--- src/rtl/sc_fifo_pkg.sv ---
// sc_fifo_pkg: shared default widths and depth helper for the sc_fifo slice.
package sc_fifo_pkg;

    localparam int DW_DEF = 8;
    localparam int AW_DEF = 3;

    function automatic int depth(input int aw);
        return 1 << aw;
    endfunction

endpackage

--- src/rtl/sc_fifo_if.sv ---
// sc_fifo_if: producer/consumer bundle for sc_fifo; ovf/udf exist only with SCFIFO_ERR_FLAGS_EN.
interface sc_fifo_if
    import sc_fifo_pkg::*;
#(
    parameter int DW = DW_DEF,
    parameter int AW = AW_DEF
);

    logic [DW-1:0] din;
    logic          write;
    logic [DW-1:0] dout;
    logic          read;
    logic [AW-1:0] wc;
    logic [AW-1:0] rc;
    logic [AW-1:0] dc;
    logic          full;
    logic          empty;
`ifdef SCFIFO_ERR_FLAGS_EN
    logic          ovf;
    logic          udf;

    modport master (
        output din, write, read,
        input  dout, wc, rc, dc, full, empty, ovf, udf
    );

    modport slave (
        input  din, write, read,
        output dout, wc, rc, dc, full, empty, ovf, udf
    );
`else
    modport master (
        output din, write, read,
        input  dout, wc, rc, dc, full, empty
    );

    modport slave (
        input  din, write, read,
        output dout, wc, rc, dc, full, empty
    );
`endif

endinterface

--- src/rtl/sc_fifo_ram.sv ---
// sc_fifo_ram: 2^AW x DW simple dual-port RAM, sync write, registered read with enable.
module sc_fifo_ram
    import sc_fifo_pkg::*;
#(
    parameter int DW = DW_DEF,
    parameter int AW = AW_DEF
) (
    input  logic          clk,
    input  logic          rst_n,
    input  logic          i_we,
    input  logic [AW-1:0] i_waddr,
    input  logic [DW-1:0] i_wdata,
    input  logic          i_re,
    input  logic [AW-1:0] i_raddr,
    output logic [DW-1:0] o_rdata
);

    logic [DW-1:0] r_mem [depth(AW)];
    logic [DW-1:0] r_rdata;

    // storage is deliberately left unreset so it can map onto RAM macros
    always_ff @(posedge clk) begin
        if (i_we) r_mem[i_waddr] <= i_wdata;
    end

    // read register clears on reset and holds between accepted reads
    always_ff @(posedge clk or negedge rst_n) begin
        if (!rst_n) r_rdata <= '0;
        else if (i_re) r_rdata <= r_mem[i_raddr];
    end

    assign o_rdata = r_rdata;

endmodule

--- src/rtl/sc_fifo.sv ---
// sc_fifo: single-clock FIFO, capacity 2^AW-1, registered dout; SCFIFO_ERR_FLAGS_EN adds sticky ovf/udf.
module sc_fifo
    import sc_fifo_pkg::*;
#(
    parameter int DW = DW_DEF,
    parameter int AW = AW_DEF
) (
    input  logic clk,
    input  logic rst_n,
    sc_fifo_if.slave bus
);

    localparam logic [AW-1:0] FULL_CNT = AW'(depth(AW) - 1);

    logic [AW-1:0] r_wc;
    logic [AW-1:0] r_rc;
    logic [AW-1:0] r_dc;
    logic          w_full;
    logic          w_empty;
    logic          w_we;
    logic          w_re;

    assign w_full  = r_dc == FULL_CNT;
    assign w_empty = r_dc == '0;
    assign w_we    = bus.write & ~w_full;
    assign w_re    = bus.read & ~w_empty;

    // pointers wrap naturally at 2^AW; count moves only on unbalanced traffic
    always_ff @(posedge clk or negedge rst_n) begin
        if (!rst_n) begin
            r_wc <= '0;
            r_rc <= '0;
            r_dc <= '0;
        end else begin
            r_wc <= w_we ? r_wc + 1'b1 : r_wc;
            r_rc <= w_re ? r_rc + 1'b1 : r_rc;
            r_dc <= (w_we & ~w_re) ? r_dc + 1'b1 : (~w_we & w_re) ? r_dc - 1'b1 : r_dc;
        end
    end

    sc_fifo_ram #(.DW(DW), .AW(AW)) u_ram (
        .clk     (clk),
        .rst_n   (rst_n),
        .i_we    (w_we),
        .i_waddr (r_wc),
        .i_wdata (bus.din),
        .i_re    (w_re),
        .i_raddr (r_rc),
        .o_rdata (bus.dout)
    );

    assign bus.wc    = r_wc;
    assign bus.rc    = r_rc;
    assign bus.dc    = r_dc;
    assign bus.full  = w_full;
    assign bus.empty = w_empty;

`ifdef SCFIFO_ERR_FLAGS_EN
    logic r_ovf;
    logic r_udf;

    // sticky on raw requests so callers that gate externally never see a set flag
    always_ff @(posedge clk or negedge rst_n) begin
        if (!rst_n) begin
            r_ovf <= 1'b0;
            r_udf <= 1'b0;
        end else begin
            r_ovf <= r_ovf | (bus.write & w_full);
            r_udf <= r_udf | (bus.read & w_empty);
        end
    end

    assign bus.ovf = r_ovf;
    assign bus.udf = r_udf;
`endif

endmodule

--- src/flat_wrapper.sv ---
// flat-port wrapper written by rule: the top's interface ports become plain ports
module sc_fifo_flat import sc_fifo_pkg::*;
#(
    parameter int DW = DW_DEF,
    parameter int AW = AW_DEF
)
  (clk, rst_n, bus_din, bus_write, bus_read, bus_dout, bus_wc, bus_rc, bus_dc, bus_full, bus_empty);
  sc_fifo_if #(.DW(DW), .AW(AW)) bus_i ();
  input  logic clk;
  input  logic rst_n;
  input wire logic [$bits(bus_i.din)-1:0] bus_din;
  input wire logic [$bits(bus_i.write)-1:0] bus_write;
  input wire logic [$bits(bus_i.read)-1:0] bus_read;
  output wire logic [$bits(bus_i.dout)-1:0] bus_dout;
  output wire logic [$bits(bus_i.wc)-1:0] bus_wc;
  output wire logic [$bits(bus_i.rc)-1:0] bus_rc;
  output wire logic [$bits(bus_i.dc)-1:0] bus_dc;
  output wire logic [$bits(bus_i.full)-1:0] bus_full;
  output wire logic [$bits(bus_i.empty)-1:0] bus_empty;
  assign bus_i.din = bus_din;
  assign bus_i.write = bus_write;
  assign bus_i.read = bus_read;
  assign bus_dout = bus_i.dout;
  assign bus_wc = bus_i.wc;
  assign bus_rc = bus_i.rc;
  assign bus_dc = bus_i.dc;
  assign bus_full = bus_i.full;
  assign bus_empty = bus_i.empty;
  sc_fifo #(.DW(DW), .AW(AW)) u_core (.clk(clk), .rst_n(rst_n), .bus(bus_i));
endmodule
--- config.mk ---
export PLATFORM = sky130hd
export DESIGN_NAME = sc_fifo_flat
export DESIGN_NICKNAME = d
export VERILOG_FILES = /design/src/rtl/sc_fifo_pkg.sv /design/src/rtl/sc_fifo_if.sv /design/src/rtl/sc_fifo_ram.sv /design/src/rtl/sc_fifo.sv /design/src/flat_wrapper.sv
export SDC_FILE = /design/constraint.sdc
export NUM_CORES = 1
export LEC_CHECK = 0
export CAP_MARGIN = 0
export CORE_UTILIZATION = 36
export CTS_BUF_LIST = sky130_fd_sc_hd__clkbuf_8
export DETAILED_ROUTE_END_ITERATION = 10
export PLACE_DENSITY_LB_ADDON = 0.12
export SETUP_SLACK_MARGIN = 0.2
export SYNTH_ARGS = -nofsm -noshare
export SYNTH_HDL_FRONTEND = slang
export SYNTH_HIERARCHICAL = 1
export SYNTH_SLANG_ARGS = --single-unit
--- constraint.sdc ---
create_clock -name clk -period 6.1 [get_ports clk]
set_clock_uncertainty 0.1 [all_clocks]
set_input_delay 1.22 -clock clk [delete_from_list [all_inputs] [get_ports clk]]
set_output_delay 1.22 -clock clk [all_outputs]
set_load 0.01 [all_outputs]
==> metrics.yaml, run 1 <==
ys_types: 30
grt_pass1_vias: 1688
critPathLaunchType: "flip-flop"
final_nets: 252
leakage_nw: 1.43
drtPass1Iterations: 7
cap_violations: 0
worstPathMaxFanout: 43
post_cts_resized: 0
grt_pass1_wl_mm: 9.56
h-tree-depth: 3
synthTopCellsByArea: "edfxtp_1, dfrtp_1, mux2i_1, nor2b_1, a41o_1"
pwr-share-seq_pct: 42.8
dp_slack_ns: 2.67
rows: 34
wl_mm: 6.15
grt_overflow_total: 0
max_stage_delay_ns: 0.65
report.final.setup_viol: 0
die_w_um: 97.8
synth_top_area_share_pct: 58.1
synth_top_area_cell: "edfxtp_1"
layout-drive-gt1-share_pct: 9.96
seq_area_frac_synth_pct: 71.0
r2r-start: "u_core/bus.dc[0]"
antenna_cells: 0
cts_sinks: 81
n_fill_cell: 781
intPower_mw: 1.31
numCtsBuffers: 9
r2r_cells: 5
violations: "DRC"
hold_violations: 0
synth_area_um2: 3310
placed_area_um2: 3680
switchingPower_mw: 0.607
viasPerCell: 4.93
worst_pin_slew_ns: 1.11
yosys_most_used_dff: "edfxtp_1"
synthToLayoutAreaGrowth_pct: 18.6
crit_path_cell_trace: "buf_4 > clkdlybuf4s50_1"
clk_latency_ns: 0.35
fmax_mhz: 315
gp_congestion: 0.666
synth_cells: 203
port_buffers: 30
crit_path_top_delay_cell: "clkdlybuf4s50_1"
setup_tns_ns: 0
drc: 6
synth_edf_count: 64
cts_setup_buffers: 0
swShare_pct: 31.7
avgSynthCellArea_um2: 16.3
vias: 1719
maxSlewHeadroom_pct: 25.1
cts_tree: "built"
die-height_um: 97.8
antenna_found_initial: 0
finalCritPeriodShare_pct: 52.0
hold_depth: 1
worst-setup-path-type: "reg -> out"
grtUsageTotal_pct: 14.0
postLayoutCellArea_um2: 3920
antenna_left: 0
run_status: "complete, but fails checks"
reg2reg_slack_ns: 3.74
pwr_density_cell_nw_per_um2: 489
peakVddDrop_uv: 196
clockRootBuffer: "clkbuf_8"
ios: 31
drv_slew: 0
pwr-share-comb_pct: 33.0
ys_async_sr_fraction_pct: 21.0
cts_buffer_depth: 2
ys_ff_latch: 81
worstHoldEndpoint: "u_core/bus.dc[2]"
core_area_um2: 8810
cp-end-kind: "primary output"
drtIter0Drc: 58
hpwl_mm: 3.91
clkPwrFrac_pct: 24.3
cp.arrival_ns: 1.85
synth_nets: 219
grt_max_degree: 44
hold_buffers: 0
hold_path.class: "reg -> reg"
timing.rr.end: "u_core/u_ram/r_mem[4][7]"
wl_per_cell_um: 17.6
path_clk_slew_ns: 0.08
start_util_pct: 37.5
worstPathRequired_ns: 4.78
worst_slack_ns: 2.93
dieArea_um2: 9570
synthMostInstantiatedCell: "edfxtp_1"
post-route-util_pct: 44.5
ys_top_cells_by_count: "edfxtp_1, mux2i_1, dfrtp_1, nor2b_1, nand3_1"
rsz0062_at_grt: "false"
min_period_ns: 3.17
ys_warn_count: 6
hp-start: "u_core/bus.dc[2]"
==> critical path, delay by kind of cell, from the launching register on <==
| family | cells | cell delay (ns) |
|---|---|---|
| buf+inv | 2 | 1.14 |
| flops | 1 | 0.34 |
==> state kept, by name, summed over array words and instances (netlist names) <==
signal / cells
u_core/bus.dc: 3
u_core/bus.rc: 3
u_core/bus.wc: 3
u_core/u_ram/o_rdata: 8
u_core/u_ram/r_mem: 64
==> cell families after synthesis <==
logic type / synth area share (%)
and+or+nand+nor: 7.99
DFF: 71.0
xor gates and xnor gates: 1.85
muxes: 8.40
AOI/OAI and AO/OA: 6.36
buffers and inverters: 2.65
adders and majority gates: 1.74
==> layout by cell type, fill, tap and decap left out, drive strengths merged, types with 4 or more instances in the layout <==
cell           instances
edfxtp                64
nor2b                 16
clkdlybuf4s50         30
nand3                 10
mux2i                 24
a211o                  8
xnor2                  4
inv                    5
nand2b                 5
nand2                  4
nor2                   8
a22oi                  8
dfrtp                 17
a41o                   8
clkbuf                 9
==> area by class of cell <==
| cell class | instances | area, um^2 | area share (%) |
|---|---|---|---|
| clock buffer | 9 | 124 | 3.16 |
| multi-input combinational | 109 | 871 | 22.2 |
| tap | 108 | 135 | 3.45 |
| timing repair buffer | 31 | 308 | 7.85 |
| inverter | 4 | 17.5 | 0.447 |
| clock inverter | 7 | 118 | 3.00 |
| sequential | 81 | 2350 | 59.9 |
==> layer usage <==
metal | up-vias | track usage, % | part of all wire, %
met4 | 0 | 7.69 | 1.9
met1 | 844 | 19.6 | 50
met2 | 31 | 19.2 | 44
met5 | - | 0 | 0
met3 | 10 | 4.51 | 3.7
li1 | 834 | - | -
==> power by group through the flow <==
stage	Clock, mW	Sequential [mW]	Combinational (mW)
2_1_floorplan	0	0.826	0.415
3_3_place_gp	0	0.835	0.636
3_5_place_dp	0	0.834	0.637
4_1_cts	0.480	0.823	0.639
5_1_grt	0.502	0.837	0.688
6_report	0.465	0.819	0.632
==> through the flow <==
| step | power (mW) | hold slack (ns) | std cells |
|---|---|---|---|
| final | 1.92 | 0.435 | 349 |
| after global routing | 2.03 | 0.469 | 349 |
| after CTS | 1.94 | 0.435 | 349 |
| after detailed placement | 1.47 | 0.423 | 333 |
| after global placement | 1.47 | 0.425 | 333 |
| after floorplan | 1.24 | 0.436 | 203 |
==> worst max path at each step <==
| stage | startpoint | slack [ns] | endpoint |
|---|---|---|---|
| global route | u_core/bus.rc[0] | 2.82 | bus_rc[0] |
| global placement | bus_write | 2.74 | u_core/u_ram/r_mem[0][1] |
| CTS | u_core/bus.rc[0] | 2.88 | bus_rc[0] |
| finish | u_core/bus.rc[0] | 2.93 | bus_rc[0] |
| detailed placement | bus_write | 2.67 | u_core/u_ram/r_mem[4][3] |
| floorplan | bus_write | 3.52 | u_core/u_ram/r_mem[4][0] |
(Power assumes the default switching activity.)
==> inputs of run 2 (changes only) <==
Clock period 6.1 ns to 2.6 ns, I/O delays scaled along.
==> metrics.yaml, run 2 (same netlist as run 1, synthesis figures left out) <==
hold_violations: 0
die-height_um: 97.8
worst_pin_slew_ns: 0.432
cap_violations: 0
rows: 34
report.final.setup_viol: 0
grt_overflow_total: 0
layout-drive-gt1-share_pct: 15.3
worst-setup-path-type: "reg -> out"
hold_path.class: "in -> async"
mostFrequentLayoutCells: "edfxtp_1, clkdlybuf4s50_1, mux2i_1"
crit_path_top_delay_cell: "clkdlybuf4s50_1"
core_area_um2: 8810
setup_tns_ns: 0
grt_pass1_vias: 1811
n_fill_cell: 767
drc: 6
ios: 31
min_period_ns: 2.22
critPathLaunchType: "flip-flop"
grtUsageTotal_pct: 14.8
grt_max_degree: 24
worstPathRequired_ns: 1.98
h-tree-depth: 3
viasPerCell: 5.02
fmax_mhz: 451
largest_register: "u_core/u_ram/r_mem"
finalCritPeriodShare_pct: 85.2
worstPathMaxFanout: 5
final_common_cell: "edfxtp_1"
violations: "DRC"
maxSlewHeadroom_pct: 71.2
wl_mm: 6.57
port_buffers: 30
pwr_density_cell_nw_per_um2: 1120
die_w_um: 97.8
clk_latency_ns: 0.35
numCtsBuffers: 9
leakage_nw: 1.49
worst_hold_slack_ns: 0.404
cts_buffer_depth: 2
cts_tree: "built"
wl_per_cell_um: 18.1
drtIter0Drc: 82
crit_path_cell_trace: "nand3_1 > inv_1 > clkdlybuf4s50_1"
drtPass1Iterations: 8
vias: 1824
fin_cells: 363
cts_sinks: 81
antenna_cells: 0
cp.arrival_ns: 1.60
start_util_pct: 37.5
dieArea_um2: 9570
run_status: "complete, but fails checks"
max_stage_delay_ns: 0.53
hold_buffers: 0
dp_cells: 347
largest_reg_flops: 64
ff_latch_area_um2: 2350
gp_congestion: 0.678
multi_input_area_um2: 871
antenna_left: 0
path_clk_slew_ns: 0.08
cp-end-kind: "primary output"
synthToLayoutAreaGrowth_pct: 21.2
drv_slew: 0
peakVddDrop_uv: 349
final_nets: 266
clockRootBuffer: "clkbuf_8"
grt_pass1_wl_mm: 10.2
rsz0062_at_grt: "false"
hpwl_mm: 4.29
antenna_found_initial: 0
-- run 2: per-layer routing --
| layer | part of all wire, % | wire length [um] | up-vias | track usage (%) |
|---|---|---|---|---|
| met5 | 0 | 0 | - | 0 |
| met4 | 0.87 | 57 | 0 | 4.55 |
| met3 | 3.2 | 212 | 4 | 4.29 |
| met2 | 48 | 3120 | 35 | 22.8 |
| met1 | 48 | 3170 | 925 | 20.2 |
| li1 | - | - | 860 | - |
-- run 2: through the flow --
step	setup slack [ns]	area (um^2)	power [mW]	utilization [%]
2_1_floorplan	0.529	3310	2.91	-
3_3_place_gp	0.217	3780	3.54	43.0
3_5_place_dp	0.154	3780	3.56	43.0
4_1_cts	0.266	4000	4.56	45.5
5_1_grt	0.231	4010	4.76	45.5
6_report	0.384	4010	4.50	45.5
-- run 2: cell type report --
| type | instances | share of cell area [%] |
|---|---|---|
| flip-flops and latches | 81 | 58.7 |
| repair buffers | 45 | 10.3 |
| inverters | 4 | 0.437 |
| multi-input cells | 109 | 21.7 |
| clock buffers | 9 | 3.09 |
| clock inverters | 7 | 2.37 |
| well taps | 108 | 3.37 |
-- run 2: path summary, 6_finish.rpt --
check                                 start               end  slack, ns  depth (start not counted)
max in group asynchronous             rst_n  u_core/bus.rc[0]       1.76                          2
setup reg to reg           u_core/bus.dc[0]  u_core/bus.dc[2]       0.53                          9
hold reg to reg            u_core/bus.wc[2]  u_core/bus.wc[2]       0.42                          1
min in group clk           u_core/bus.wc[2]  u_core/bus.wc[2]       0.42                          1
hold / removal                        rst_n  u_core/bus.rc[1]       0.40                          2
setup / recovery           u_core/bus.dc[0]          bus_full       0.38                          3
-- run 2: power by group --
part	total, mW	switching (mW)	internal [mW]	leakage (nW)
logic	1.60	0.797	0.806	0.611
clock network	0.992	0.452	0.540	0.103
registers	1.91	0.208	1.70	0.780
total	4.50	1.46	3.05	1.49
-- run 2: repair_timing --
item / in CTS / in global routing
buffers inserted: 0 / 0
gates resized for setup: 0 / 1
setup endpoints to repair: 0 / 1
-- run 2: worst max-delay path: cells and delay by family, from the launching register on --
family / cells / cell delay (ns)
flops: 1 / 0.48
simple gates: 1 / 0.17
buf+inv: 2 / 0.61
